==> src/rtl/sdram_arbiter_if.sv <==
// Bus bundle joining the three masters and the SDRAM controller through the arbiter.
// Latency: none, wires only.
// Backpressure: carried by master_req/master_ack and sdram_req/sdram_ack inside the bundle.
interface sdram_arbiter_if #(
  parameter int ADDR_W = 26
);
  // master side
  logic [2:0]          master_req;
  logic [3*ADDR_W-1:0] master_addr;
  logic [2:0]          master_write;
  logic [2:0]          master_burst;
  logic [11:0]         master_byte_enable;
  logic [95:0]         master_wdata;
  logic [2:0]          master_ack;
  logic [31:0]         master_rdata;
  logic [2:0]          master_rdvalid;
  logic [2:0]          master_complete;
  // controller side
  logic [2:0]          sdram_req;
  logic [ADDR_W-1:0]   sdram_addr;
  logic                sdram_write;
  logic                sdram_burst;
  logic [3:0]          sdram_byte_enable;
  logic [31:0]         sdram_wdata;
  logic                sdram_ack;
  logic [31:0]         sdram_rdata;
  logic [2:0]          sdram_rdvalid;
  logic                sdram_complete;

  // arbiter view
  modport slave (
    input  master_req, master_addr, master_write, master_burst, master_byte_enable, master_wdata,
    output master_ack, master_rdata, master_rdvalid, master_complete,
    output sdram_req, sdram_addr, sdram_write, sdram_burst, sdram_byte_enable, sdram_wdata,
    input  sdram_ack, sdram_rdata, sdram_rdvalid, sdram_complete
  );

  // environment view: masters plus controller
  modport master (
    output master_req, master_addr, master_write, master_burst, master_byte_enable, master_wdata,
    input  master_ack, master_rdata, master_rdvalid, master_complete,
    input  sdram_req, sdram_addr, sdram_write, sdram_burst, sdram_byte_enable, sdram_wdata,
    output sdram_ack, sdram_rdata, sdram_rdvalid, sdram_complete
  );
endinterface

==> src/rtl/sdram_arbiter.sv <==
// Shares one SDRAM controller port among 3 masters; round robin by default,
// fixed priority 0 > 1 > 2 when SDRAM_ARB_FIXED_PRIORITY_EN is defined.
// Latency: req -> sdram_req 1 cycle; ack -> next sdram_req >= 2 cycles.
// Backpressure: a grant is held until sdram_ack; reads are not granted while the owner FIFO is full.

// Small FIFO with a combinational head; pop on empty is ignored.
module sdram_arb_fifo #(
  parameter int W     = 2,
  parameter int DEPTH = 4
) (
  input  logic                     clock,
  input  logic                     reset,
  input  logic                     push_i,
  input  logic [W-1:0]             push_dat_i,
  input  logic                     pop_i,
  output logic [W-1:0]             head_dat_o,
  output logic                     full_o,
  output logic                     empty_o,
  output logic [$clog2(DEPTH):0]   count_o
);
  localparam int AW = $clog2(DEPTH);

  logic [W-1:0]  mem_q [DEPTH];
  logic [AW-1:0] wr_ptr_q;
  logic [AW-1:0] rd_ptr_q;
  logic [AW:0]   count_q;
  logic          do_push;
  logic          do_pop;

  assign full_o     = (count_q == (AW+1)'(DEPTH));
  assign empty_o    = (count_q == '0);
  assign do_pop     = pop_i && !empty_o;
  assign do_push    = push_i && (!full_o || do_pop);
  assign head_dat_o = mem_q[rd_ptr_q];
  assign count_o    = count_q;

  // Storage write; contents need no reset since count gates every read.
  always_ff @(posedge clock) begin
    if (do_push) mem_q[wr_ptr_q] <= push_dat_i;
  end

  // Pointer and occupancy tracking; simultaneous push+pop keeps the count.
  always_ff @(posedge clock) begin
    if (reset) begin
      wr_ptr_q <= '0;
      rd_ptr_q <= '0;
      count_q  <= '0;
    end else begin
      if (do_push) wr_ptr_q <= wr_ptr_q + AW'(1);
      if (do_pop)  rd_ptr_q <= rd_ptr_q + AW'(1);
      if (do_push && !do_pop)      count_q <= count_q + (AW+1)'(1);
      else if (do_pop && !do_push) count_q <= count_q - (AW+1)'(1);
    end
  end
endmodule

module sdram_arbiter #(
  parameter int ADDR_W      = 26,
  parameter int OWNER_DEPTH = 4
) (
  input logic            clock,
  input logic            reset,
  sdram_arbiter_if.slave bus
);
  localparam int CW = $clog2(OWNER_DEPTH);

  typedef enum logic [1:0] {
    IDLE       = 2'd0,
    GRANT      = 2'd1,
    BURST_WAIT = 2'd2
  } state_t;

  state_t            state_q, state_d;
  logic [1:0]        grant_q, grant_d;
  logic [1:0]        winner;
  logic [2:0]        elig;
  logic              fifo_push;
  logic              fifo_pop;
  logic              fifo_full;
  logic              fifo_empty;
  logic [1:0]        fifo_head;
  logic [CW:0]       fifo_count;
  logic [ADDR_W-1:0] g_addr;
  logic              g_write;
  logic              g_burst;
  logic [3:0]        g_be;
  logic [31:0]       g_wdata;

  // Owner FIFO records which master each outstanding read belongs to.
  sdram_arb_fifo #(
    .W     (2),
    .DEPTH (OWNER_DEPTH)
  ) u_owner_fifo (
    .clock      (clock),
    .reset      (reset),
    .push_i     (fifo_push),
    .push_dat_i (grant_q),
    .pop_i      (fifo_pop),
    .head_dat_o (fifo_head),
    .full_o     (fifo_full),
    .empty_o    (fifo_empty),
    .count_o    (fifo_count)
  );

  // A master may be granted if requesting; reads additionally need owner FIFO room.
  always_comb begin
    elig = '0;
    for (int i = 0; i < 3; i++) begin
      elig[i] = bus.master_req[i] && (bus.master_write[i] || !fifo_full);
    end
  end

  // Request fields of the currently granted master.
  always_comb begin
    g_addr  = '0;
    g_write = 1'b0;
    g_burst = 1'b0;
    g_be    = '0;
    g_wdata = '0;
    for (int i = 0; i < 3; i++) begin
      if (grant_q == 2'(i)) begin
        g_addr  = bus.master_addr[i*ADDR_W +: ADDR_W];
        g_write = bus.master_write[i];
        g_burst = bus.master_burst[i];
        g_be    = bus.master_byte_enable[i*4 +: 4];
        g_wdata = bus.master_wdata[i*32 +: 32];
      end
    end
  end

`ifdef SDRAM_ARB_FIXED_PRIORITY_EN
  // Fixed priority: lowest eligible index wins.
  always_comb begin
    winner = 2'd2;
    if (elig[0])      winner = 2'd0;
    else if (elig[1]) winner = 2'd1;
  end
`else
  logic [1:0] rr_last_q;

  // Round robin: first eligible index after the last winner, wrapping modulo 3.
  always_comb begin
    winner = 2'd0;
    case (rr_last_q)
      2'd0:    winner = elig[1] ? 2'd1 : (elig[2] ? 2'd2 : 2'd0);
      2'd1:    winner = elig[2] ? 2'd2 : (elig[0] ? 2'd0 : 2'd1);
      default: winner = elig[0] ? 2'd0 : (elig[1] ? 2'd1 : 2'd2);
    endcase
  end

  // Remember the last winner; reset value 2 lets master 0 win first.
  always_ff @(posedge clock) begin
    if (reset)                           rr_last_q <= 2'd2;
    else if (state_q == IDLE && |elig)   rr_last_q <= winner;
  end
`endif

  // FSM state and grant registers.
  always_ff @(posedge clock) begin
    if (reset) begin
      state_q <= IDLE;
      grant_q <= 2'd0;
    end else begin
      state_q <= state_d;
      grant_q <= grant_d;
    end
  end

  // FSM next state plus controller-side drive and master ack.
  always_comb begin
    state_d               = state_q;
    grant_d               = grant_q;
    fifo_push             = 1'b0;
    bus.master_ack        = 3'b000;
    bus.sdram_req         = 3'b000;
    bus.sdram_addr        = '0;
    bus.sdram_write       = 1'b0;
    bus.sdram_burst       = 1'b0;
    bus.sdram_byte_enable = '0;
    bus.sdram_wdata       = '0;
    case (state_q)
      IDLE: begin
        if (|elig) begin
          grant_d = winner;
          state_d = GRANT;
        end
      end
      GRANT: begin
        bus.sdram_req         = 3'b001 << grant_q;
        bus.sdram_addr        = g_addr;
        bus.sdram_write       = g_write;
        bus.sdram_burst       = g_burst;
        bus.sdram_byte_enable = g_be;
        bus.sdram_wdata       = g_wdata;
        if (bus.sdram_ack) begin
          bus.master_ack = 3'b001 << grant_q;
          fifo_push      = !g_write;
          state_d        = (!g_write && g_burst) ? BURST_WAIT : IDLE;
        end
      end
      BURST_WAIT: begin
        // No pushes happen here, so the burst owns the youngest entry: leave when it pops.
        if (fifo_pop && fifo_count == (CW+1)'(1)) state_d = IDLE;
      end
      default: state_d = IDLE;
    endcase
  end

  assign fifo_pop            = bus.sdram_complete && !fifo_empty;
  assign bus.master_complete = fifo_pop ? (3'b001 << fifo_head) : 3'b000;
  assign bus.master_rdvalid  = bus.sdram_rdvalid;
  assign bus.master_rdata    = bus.sdram_rdata;
endmodule
==> src/flat_wrapper.sv <==
// flat-port wrapper written by rule: the top's interface ports become plain ports
module sdram_arbiter_flat 
#(
  parameter int ADDR_W      = 26,
  parameter int OWNER_DEPTH = 4
)
  (clock, reset, bus_master_req, bus_master_addr, bus_master_write, bus_master_burst, bus_master_byte_enable, bus_master_wdata, bus_master_ack, bus_master_rdata, bus_master_rdvalid, bus_master_complete, bus_sdram_req, bus_sdram_addr, bus_sdram_write, bus_sdram_burst, bus_sdram_byte_enable, bus_sdram_wdata, bus_sdram_ack, bus_sdram_rdata, bus_sdram_rdvalid, bus_sdram_complete);
  sdram_arbiter_if #(.ADDR_W(ADDR_W)) bus_i ();
  input logic clock;
  input logic reset;
  input wire logic [$bits(bus_i.master_req)-1:0] bus_master_req;
  input wire logic [$bits(bus_i.master_addr)-1:0] bus_master_addr;
  input wire logic [$bits(bus_i.master_write)-1:0] bus_master_write;
  input wire logic [$bits(bus_i.master_burst)-1:0] bus_master_burst;
  input wire logic [$bits(bus_i.master_byte_enable)-1:0] bus_master_byte_enable;
  input wire logic [$bits(bus_i.master_wdata)-1:0] bus_master_wdata;
  output wire logic [$bits(bus_i.master_ack)-1:0] bus_master_ack;
  output wire logic [$bits(bus_i.master_rdata)-1:0] bus_master_rdata;
  output wire logic [$bits(bus_i.master_rdvalid)-1:0] bus_master_rdvalid;
  output wire logic [$bits(bus_i.master_complete)-1:0] bus_master_complete;
  output wire logic [$bits(bus_i.sdram_req)-1:0] bus_sdram_req;
  output wire logic [$bits(bus_i.sdram_addr)-1:0] bus_sdram_addr;
  output wire logic [$bits(bus_i.sdram_write)-1:0] bus_sdram_write;
  output wire logic [$bits(bus_i.sdram_burst)-1:0] bus_sdram_burst;
  output wire logic [$bits(bus_i.sdram_byte_enable)-1:0] bus_sdram_byte_enable;
  output wire logic [$bits(bus_i.sdram_wdata)-1:0] bus_sdram_wdata;
  input wire logic [$bits(bus_i.sdram_ack)-1:0] bus_sdram_ack;
  input wire logic [$bits(bus_i.sdram_rdata)-1:0] bus_sdram_rdata;
  input wire logic [$bits(bus_i.sdram_rdvalid)-1:0] bus_sdram_rdvalid;
  input wire logic [$bits(bus_i.sdram_complete)-1:0] bus_sdram_complete;
  assign bus_i.master_req = bus_master_req;
  assign bus_i.master_addr = bus_master_addr;
  assign bus_i.master_write = bus_master_write;
  assign bus_i.master_burst = bus_master_burst;
  assign bus_i.master_byte_enable = bus_master_byte_enable;
  assign bus_i.master_wdata = bus_master_wdata;
  assign bus_master_ack = bus_i.master_ack;
  assign bus_master_rdata = bus_i.master_rdata;
  assign bus_master_rdvalid = bus_i.master_rdvalid;
  assign bus_master_complete = bus_i.master_complete;
  assign bus_sdram_req = bus_i.sdram_req;
  assign bus_sdram_addr = bus_i.sdram_addr;
  assign bus_sdram_write = bus_i.sdram_write;
  assign bus_sdram_burst = bus_i.sdram_burst;
  assign bus_sdram_byte_enable = bus_i.sdram_byte_enable;
  assign bus_sdram_wdata = bus_i.sdram_wdata;
  assign bus_i.sdram_ack = bus_sdram_ack;
  assign bus_i.sdram_rdata = bus_sdram_rdata;
  assign bus_i.sdram_rdvalid = bus_sdram_rdvalid;
  assign bus_i.sdram_complete = bus_sdram_complete;
  sdram_arbiter #(.ADDR_W(ADDR_W), .OWNER_DEPTH(OWNER_DEPTH)) u_core (.clock(clock), .reset(reset), .bus(bus_i));
endmodule
==> config.mk <==
export PLATFORM = sky130hd
export DESIGN_NAME = sdram_arbiter_flat
export DESIGN_NICKNAME = d
export VERILOG_FILES = /design/src/rtl/sdram_arbiter_if.sv /design/src/rtl/sdram_arbiter.sv /design/src/flat_wrapper.sv
export SDC_FILE = /design/constraint.sdc
export NUM_CORES = 1
export LEC_CHECK = 0
export ABC_CLOCK_PERIOD_IN_PS = 2900
export BUFFER_PORTS_ARGS = -buffer_cell sky130_fd_sc_hd__buf_2
export CORE_AREA = 2 2 131 133
export DETAILED_ROUTE_END_ITERATION = 16
export DIE_AREA = 0 0 133 135
export SLEW_MARGIN = 20
export SYNTH_ARGS = -nofsm -noshare
export SYNTH_HDL_FRONTEND = slang
export SYNTH_HIERARCHICAL = 1
export SYNTH_SLANG_ARGS = --single-unit
==> constraint.sdc <==
create_clock -name clock -period 2.9 [get_ports clock]
set_input_delay 0.29 -clock clock [delete_from_list [all_inputs] [get_ports clock]]
set_output_delay 0.29 -clock clock [all_outputs]
set_load 0.01 [all_outputs]
==> metrics.txt <==
maxcap violations 0; Rows 47; first-pass GRT wire length 17,200 µm; Core Region around 16,000 µm²; TritonCTS clock tree yes; post-layout total power approximately 0.0021 W; die height about 140 µm; CTS root buffer clkbuf_16; Critical-path top delay cell or3_2; Worst-path clk slew 0.06 ns; most common cell after layout, fill and taps aside buf_2; Peak VDD IR 0.327 mV; CP Depth 11; Syn Std Cell Area 3050 µm²; CTS Buf Count 3; power per cell area around 470 nW/µm²; FMAX 0.374 GHz; I/O pins 342; die area 18,000 µm²; WP buf/inv 1; most frequent CP cell a21oi_1; largest net degree at the start of global routing 63; FF-to-FF Start u_core/rr_last_q[0]; R2R depth 11; remaining antenna violation count 0; Iter 0 DRT Violations 188; Post-synth ARST share 0%; slew margin rel. 50.8%; Worst Path Required 3.08 ns; Via Count 3,625; post-layout minimum cycle time 2.67 ns; area delta synth->final 45.1%; total wire length 11,900 µm; #FFs+latches synth 22; H-tree Lvls 1; crit end category flip-flop; crit path to u_core/u_owner_fifo/count_o[2]; Final GP Congestion 0.743; Die X between 100 and 150 µm; proportion of layout cells with a drive suffix above 1 between 40% and 50%; Post-Synthesis Cells 429; skew final between 0.002 and 0.003 ns; Ys Warns 6; startpoint types flip-flop; leakage power 2.23 nW; fin worst setup slack about 0.23 ns; Total GRT Usage 11.9%; CP delay by family, top simple AND/OR/NAND/NOR gates; Nets 888; pre-CTS WS 0.292 ns; Worst R2R Setup Slack 0.23 ns; Overflow after GRT 0; Worst Max-Slew Pin Slew 0.739 ns; WP data arrival about 2.9 ns; Vias/cell 4.18; CTS Hold Buffers Added 0; Clock Latency Late Sink ~0.25 ns; crit-path max FO 4; EDFF count, synth 8; crit-path cells mux2i_1 -> nor2_1 -> a21oi_1 -> and4b_1 -> a21boi_2 -> ha_1 -> inv_1 -> fa_1 -> xor2_1 -> or3_2 -> a21oi_1; post-cts resize count 0; kind of critical path reg2reg; vias in the first global route between 3,000 and 4,000; setup bufs post-CTS 0; Max Root-Sink Buffers 2; highest-count cells in the layout ignoring fill and taps buf_2, nor2_1, a21oi_1, mux2i_1, dfxtp_1; hold violation count in the final report 0; Post-Syn Area per Cell 7.12 µm²; Final Cycle Share 92.2%; Cell variety after synth 42; # diodes 0; hold depth 2; Setup crit start u_core/rr_last_q[0]; Seq/Total Area, Yosys 17.0%; Initial Util 18.6%; setup TNS 0 ns; port bufs approximately 270; outcome finished, final reports clean; drt drc 0; Synth Net Count 669; total iterations of the first detailed-routing run 4; final setup violating endpoints 0; WL/cell 13.7 µm; FF-to-FF End u_core/u_owner_fifo/count_o[2]; Slew Limit Fails 0; worst hold path class in2reg; RSZ-0062 raised after global routing no; main flop type after synthesis dfxtp_1; critical path's largest stage delay 0.41 ns; Sink Count 22; Final HPWL DP 9920 µm; initial antenna violation count 0
## report_power, final
| group | leakage, nW | internal, W | total (W) | switching, W |
|---|---|---|---|---|
| clock network | 0.0511 | 0.000274 | 0.000373 | 0.0000997 |
| logic | 1.99 | 0.000559 | 0.00132 | 0.000758 |
| registers | 0.189 | 0.000359 | 0.000402 | 0.0000428 |
## worst min path at each step
stage / endpoint / startpoint
after detailed placement: u_core/u_owner_fifo/rd_ptr_q[1] / u_core/u_owner_fifo/rd_ptr_q[1]
after CTS: u_core/u_owner_fifo/count_o[1] / reset
after global placement: u_core/u_owner_fifo/wr_ptr_q[1] / u_core/u_owner_fifo/wr_ptr_q[1]
final: u_core/u_owner_fifo/count_o[1] / reset
after floorplan: u_core/grant_q[1] / reset
after global routing: u_core/u_owner_fifo/rd_ptr_q[0] / reset
## kinds of logic after synthesis
| logic type | Yosys count | share of synthesized area [%] |
|---|---|---|
| AOI/OAI and AO/OA | 85 | 15.8 |
| xor gates and xnor gates | 4 | 1.15 |
| adders and majority gates | 6 | 2.70 |
| buffers and inverters | 73 | 15.3 |
| DFF | 22 | 17.0 |
| muxes | 68 | 23.3 |
| and+or+nand+nor | 171 | 24.7 |
## through the flow
stage,hold WS [ns],util (%),instance area [µm²],instances
2_1_floorplan,0.360,-,3050,429
3_3_place_gp,0.505,26.4,4330,863
3_5_place_dp,0.527,26.4,4330,863
4_1_cts,0.402,27.0,4430,867
5_1_grt,0.412,27.0,4430,867
6_report,0.404,27.0,4430,867
## sequential cells by signal, indices dropped and copies added, names as in the netlist, named ones only
register and flops:
u_core/u_owner_fifo/count_o 3, u_core/state_q 2, u_core/u_owner_fifo/mem_q 8, u_core/u_owner_fifo/wr_ptr_q 2, u_core/grant_q 1, u_core/rr_last_q 2, u_core/u_owner_fifo/rd_ptr_q 2
## per-layer routing
| metal | global-route usage, % | routed length (µm) | vias to the layer above | part of all wire [%] |
|---|---|---|---|---|
| met1 | 15.1 | 4790 | 1574 | 40 |
| met3 | 1.73 | 949 | 2 | 8.0 |
| met2 | 22.0 | 6120 | 190 | 51 |
| li1 | - | - | 1859 | - |
| met5 | 0 | 0 | - | 0 |
| met4 | 1.55 | 34 | 0 | 0.29 |
## worst reg2reg max path, stage by stage, from the launching register on
cell	delay, ns
dfxtp_4	0.37
mux2i_1	0.18
nor2_1	0.05
a21oi_1	0.20
and4b_1	0.23
a21boi_2	0.18
ha_1	0.21
inv_1	0.06
fa_1	0.38
xor2_1	0.18
or3_2	0.41
a21oi_1	0.16
## area by class of cell
cell class | instances | area (µm²)
Clock buffer | 3 | 75.1
Clock inverter | 1 | 30.0
Fill cell | 1811 | 12000
Inverter | 7 | 26.3
Multi-Input combinational cell | 334 | 2070
Sequential cell | 22 | 526
Tap cell | 220 | 275
Timing Repair Buffer | 280 | 1420
## cells in the mapped netlist, types with 2 or more instances
cell	number	area, µm²
nor2b_1	4	25.0
nor3_1	4	20.0
ha_1	5	62.6
o21ai_0	2	10.0
mux2i_1	65	651
buf_4	39	293
o311ai_0	2	17.5
xor2_1	4	35.0
nor3b_1	4	30.0
nor2_1	137	514
a211oi_1	2	15.0
dfxtp_1	14	280
and2_1	3	18.8
a21oi_1	68	340
mux4_2	2	45.0
buf_6	4	45.0
edfxtp_1	8	240
nand2b_1	7	43.8
clkbuf_1	9	33.8
inv_1	7	26.3
nor3_2	2	20.0
and2_2	4	30.0
nor4b_1	2	17.5
buf_2	13	65.1
Power figures use the tool's default switching activity.
